## config.mk

```make
export PLATFORM = sky130hd
export DESIGN_NAME = demux1_4_reg_flat
export DESIGN_NICKNAME = d
export VERILOG_FILES = /design/src/rtl/demux1_4_reg_if.sv /design/src/rtl/demux1_4_reg.sv /design/src/flat_wrapper.sv
export SDC_FILE = /design/constraint.sdc
export NUM_CORES = 1
export LEC_CHECK = 0
export BUFFER_PORTS_ARGS = -buffer_cell sky130_fd_sc_hd__clkbuf_2
export CELL_PAD_IN_SITES_DETAIL_PLACEMENT = 1
export CELL_PAD_IN_SITES_GLOBAL_PLACEMENT = 1
export CORE_ASPECT_RATIO = 1.1
export CORE_MARGIN = 1
export CORE_UTILIZATION = 40
export DETAILED_ROUTE_END_ITERATION = 10
export PLACE_DENSITY = 0.87
export RECOVER_POWER = 25
export SYNTH_ARGS = -nofsm -noshare
export SYNTH_HDL_FRONTEND = slang
export SYNTH_SLANG_ARGS = --single-unit
export TNS_END_PERCENT = 10
```

## constraint.sdc

```tcl
create_clock -name clk -period 3.5 [get_ports clk]
set_clock_uncertainty 0.05 [all_clocks]
set_input_delay 0.525 -clock clk [delete_from_list [all_inputs] [get_ports clk]]
set_output_delay 0.525 -clock clk [all_outputs]
set_load 0.02 [all_outputs]
```

## src/rtl/demux1_4_reg_if.sv

```systemverilog
// Handshake bundle between one producer and four consumer channels of the
// registered 1-to-4 demultiplexer.
interface demux1_4_reg_if #(
  parameter int WIDTH = 32
);
  logic             in_valid;
  logic             in_ready;
  logic [WIDTH-1:0] in_data;
  logic [1:0]       in_sel;
  logic [3:0]       out_valid;
  logic [3:0]       out_ready;
  logic [WIDTH-1:0] out_data0;
  logic [WIDTH-1:0] out_data1;
  logic [WIDTH-1:0] out_data2;
  logic [WIDTH-1:0] out_data3;

  modport master (
    output in_valid, in_data, in_sel, out_ready,
    input  in_ready, out_valid, out_data0, out_data1, out_data2, out_data3
  );

  modport slave (
    input  in_valid, in_data, in_sel, out_ready,
    output in_ready, out_valid, out_data0, out_data1, out_data2, out_data3
  );
endinterface

```

## src/rtl/demux1_4_reg.sv

```systemverilog
// Registered 1-to-4 stream demultiplexer: each channel owns a one-entry
// holding register so the four consumers drain independently.
//
// state | meaning
// EMPTY | channel holds no word, out_valid[k]=0
// FULL  | channel holds a word awaiting out_ready[k]
module demux1_4_reg #(
  parameter int WIDTH = 32
) (
  input logic            clk,
  input logic            rst_n,
  demux1_4_reg_if.slave  bus
);

  typedef enum logic {
    EMPTY = 1'b0,
    FULL  = 1'b1
  } ch_state_t;

  ch_state_t        state_q [4];
  ch_state_t        state_d [4];
  logic [WIDTH-1:0] data_q  [4];
  logic [3:0]       load;
  logic [3:0]       valid;
  logic             ready;

  always_ff @(posedge clk or negedge rst_n) begin
    if (!rst_n) begin
      for (int k = 0; k < 4; k++) state_q[k] <= EMPTY;
    end else begin
      for (int k = 0; k < 4; k++) state_q[k] <= state_d[k];
    end
  end

  // A load to a draining channel keeps it FULL, so a single always-ready
  // consumer sees one word per cycle without bubbles.
  always_comb begin
    ready = (state_q[bus.in_sel] == EMPTY) | bus.out_ready[bus.in_sel];
    load  = 4'b0000;
    valid = 4'b0000;
    if (bus.in_valid && ready) load[bus.in_sel] = 1'b1;
    for (int k = 0; k < 4; k++) begin
      state_d[k] = state_q[k];
      valid[k]   = (state_q[k] == FULL);
      if (load[k])
        state_d[k] = FULL;
      else if (state_q[k] == FULL && bus.out_ready[k])
        state_d[k] = EMPTY;
    end
  end

  always_ff @(posedge clk or negedge rst_n) begin
    if (!rst_n) begin
      for (int k = 0; k < 4; k++) data_q[k] <= '0;
    end else begin
      for (int k = 0; k < 4; k++)
        if (load[k]) data_q[k] <= bus.in_data;
    end
  end

  assign bus.in_ready  = ready;
  assign bus.out_valid = valid;
  assign bus.out_data0 = data_q[0];
  assign bus.out_data1 = data_q[1];
  assign bus.out_data2 = data_q[2];
  assign bus.out_data3 = data_q[3];

endmodule

```

## src/flat_wrapper.sv

```systemverilog
// flat-port wrapper written by rule: the top's interface ports become plain ports
module demux1_4_reg_flat 
#(
  parameter int WIDTH = 32
)
  (clk, rst_n, bus_in_valid, bus_in_data, bus_in_sel, bus_out_ready, bus_in_ready, bus_out_valid, bus_out_data0, bus_out_data1, bus_out_data2, bus_out_data3);
  demux1_4_reg_if #(.WIDTH(WIDTH)) bus_i ();
  input logic clk;
  input logic rst_n;
  input wire logic [$bits(bus_i.in_valid)-1:0] bus_in_valid;
  input wire logic [$bits(bus_i.in_data)-1:0] bus_in_data;
  input wire logic [$bits(bus_i.in_sel)-1:0] bus_in_sel;
  input wire logic [$bits(bus_i.out_ready)-1:0] bus_out_ready;
  output wire logic [$bits(bus_i.in_ready)-1:0] bus_in_ready;
  output wire logic [$bits(bus_i.out_valid)-1:0] bus_out_valid;
  output wire logic [$bits(bus_i.out_data0)-1:0] bus_out_data0;
  output wire logic [$bits(bus_i.out_data1)-1:0] bus_out_data1;
  output wire logic [$bits(bus_i.out_data2)-1:0] bus_out_data2;
  output wire logic [$bits(bus_i.out_data3)-1:0] bus_out_data3;
  assign bus_i.in_valid = bus_in_valid;
  assign bus_i.in_data = bus_in_data;
  assign bus_i.in_sel = bus_in_sel;
  assign bus_i.out_ready = bus_out_ready;
  assign bus_in_ready = bus_i.in_ready;
  assign bus_out_valid = bus_i.out_valid;
  assign bus_out_data0 = bus_i.out_data0;
  assign bus_out_data1 = bus_i.out_data1;
  assign bus_out_data2 = bus_i.out_data2;
  assign bus_out_data3 = bus_i.out_data3;
  demux1_4_reg #(.WIDTH(WIDTH)) u_core (.clk(clk), .rst_n(rst_n), .bus(bus_i));
endmodule
```

==> run_results.csv <==
group,metric,value,unit
status,status,"complete, but fails checks",
status,failed_checks,"max-capacitance violations, max-slew violations",
clocking,cts_root_buf,"clkbuf_16",
clocking,cts_sinks,132,
timing,max_slew_margin,-8.16,%
timing,finalSetupViolCount,0,
final_layout,final_common_cell,"clkbuf_2",
final_layout,nFillCells,1241,
pwr,power_density,743,mW/mm^2
timing,tns,0,ps
placement,place_congestion,0.716,
clocking,hold_buffers,0,
clocking,numCtsBuffers,17,
run,cap_violations,1,
route,wl_per_cell,19.1,um
setup_path,worstPathArrival,2370,ps
grt,grt_pass1_wl,19600,um
route,vias,3142,
yosys,synthDistinctLibCells,16,
timing,finalCriticalPeriod,2130,ps
floorplanning,die_h,119,um
placement,dpl.hpwl,8510,um
final_layout,final_cell_mix,"173 x clkbuf_2, 132 x dfrtp_1, 124 x mux2_2",
grt,grt_pass1_vias,3564,
pwr,peakVddDrop,0.379,mV
timing,max_freq,469,MHz
route,drc_errors,0,
timing,slew_viol_final,64,
timing,worst_slew_pin_slew,1620,ps
yosys,synth_area_per_cell,17.1,um^2
clocking,clockBufferDepth,2,
timing,hold_viol,0,
setup_path,criticalPathCategory,"reg -> reg",
yosys,yosysSeqAreaShare,66.1,%
pwr,leakagePower,3.15,nW
yosys,ys_ff_latch,132,
final_layout,antenna_cells,0,
final_layout,syn_to_final_growth,30.6,%
clocking,insertion_delay,410,ps
yosys,synth_area,0.00500,mm^2
final_layout,register_area,0.00330,mm^2
route,drt_iter0_drc,105,
grt,grt_max_degree,65,
floorplanning,initial_core_util,41.4,%
grt,gr-total-overflow,0,
clocking,clk_pin_slew_worst_paths,50,ps
floorplanning,fp.dieArea,0.0130,mm^2
route,drtPass1Iterations,4,
setup_path,critPathMaxFanout,21,
final_layout,stdcell_count,641,
final_layout,drive_gt1_share,68.2,%
route,viasPerCell,4.90,
final_layout,multi_input_area,0.00157,mm^2
setup_path,max_stage_delay,630,ps
route,drt_wl_total,12300,um
setup_path,cp_cell_sequence,"nand2b_1 -> nor3b_4 -> buf_4 -> mux2_2",
clocking,cts_max_level,4,
setup_path,critPathSlowestCell,"nor3b_4",
clocking,postCtsSetupRepairBufs,0,
worst_hold_path,hold_path.class,"in -> reg",
setup_path,endpoint_kind,"flip-flop",
yosys,yosysWarnings,0,
floorplanning,num_io_pins,174,
floorplanning,core-area,0.0121,mm^2
yosys,synth_cells,292,
clocking,cts_resized,0,
floorplanning,die_w,109,um
setup_path,cp.required,3740,ps
yosys,syn-num-nets,333,
timing,rsz0062_at_grt,"false",
grt,grt.total_usage,20.6,%
timing,final.period_utilization,60.9,%
setup_path,startpoint_type,"flip-flop",
final_layout,nets,516,
clocking,cts_tree,"built",
pwr,p_total,0.00485,W
grt,antenna_found_initial,0,
placement,dp.cells,610,
placement,portBuffers,173,
floorplanning,fp-row-count,42,
route,detail-route-antenna-nets,0,
-- state kept, by name, summed over array words and instances (netlist names) --
register and flops:
u_core.bus.out_data3 32, u_core.bus.out_data2 32, u_core.bus.out_valid 4, u_core.bus.out_data0 32, u_core.bus.out_data1 32
-- area by class of cell --
type | instances | area share (%)
Tap cell | 154 | 2.95
Timing Repair Buffer | 179 | 14.1
Sequential cell | 132 | 50.6
Clock buffer | 26 | 7.49
Clock inverter | 5 | 0.767
Multi-Input combinational cell | 145 | 24.1
-- Yosys cell counts --
master,n,area share [%]
mux2_1,4,0.90
and3_1,1,0.13
nand2b_1,4,0.50
clkbuf_2,1,0.10
mux2_2,124,28
nor3b_4,1,0.38
nand2_1,5,0.38
nand3_1,1,0.10
o21ai_0,1,0.10
buf_2,5,0.50
dfrtp_1,132,66
nor2b_1,1,0.13
nand3b_1,1,0.15
nor2b_2,1,0.18
buf_6,9,2.0
mux4_2,1,0.45
-- final timing paths --
check	slack, ps	from	cells past startpoint	to
max	1370	u_core.bus.out_valid[1]	4	u_core.bus.out_data1[15]
min	340	bus_in_data[5]	2	u_core.bus.out_data1[5]
max reg2reg	1370	u_core.bus.out_valid[1]	4	u_core.bus.out_data1[15]
min reg2reg	450	u_core.bus.out_data3[12]	1	u_core.bus.out_data3[12]
max in group asynchronous	1510	rst_n	2	u_core.bus.out_data2[16]
min in group asynchronous	480	rst_n	1	u_core.bus.out_data0[7]
-- logic make-up (layout without fill, tap and decap cells) --
logic type	after synthesis	after routing	synth area share, %
buffers and inverters	15	210	2.63
AOI/OAI and AO/OA	1	1	0.100
and+or+nand+nor	15	15	1.93
DFF	132	132	66.1
muxes	129	129	29.3
-- per-stage QoR --
stage | instance area, um^2 | utilization, % | hold slack (ps) | setup WS (ps)
after floorplan | 5000 | - | 179 | 1660
after global placement | 6000 | 49.6 | 419 | 1200
after detailed placement | 6000 | 49.6 | 438 | 1090
after CTS | 6540 | 54.1 | 183 | 1360
after global routing | 6530 | 54.0 | 326 | 1090
final | 6530 | 54.0 | 335 | 1370
-- report_power, final --
group	internal [W]	switching (W)	leakage, nW
registers	0.00185	0.000179	1.57
logic	0.000471	0.000722	1.31
clock network	0.00102	0.000607	0.268
total	0.00334	0.00151	3.15
-- critical path: cells and delay by family, from the launching register on --
kind / cells / cell delay, ps
simple gates: 2 / 770
buf+inv: 1 / 420
mux: 1 / 380
flops: 1 / 370
-- routing by layer --
layer	wire length [um]	global-route usage (%)
met2	6620	35.4
met5	0	0
met1	4770	23.6
met4	260	9.38
met3	619	5.69
Power figures use the tool's default switching activity.
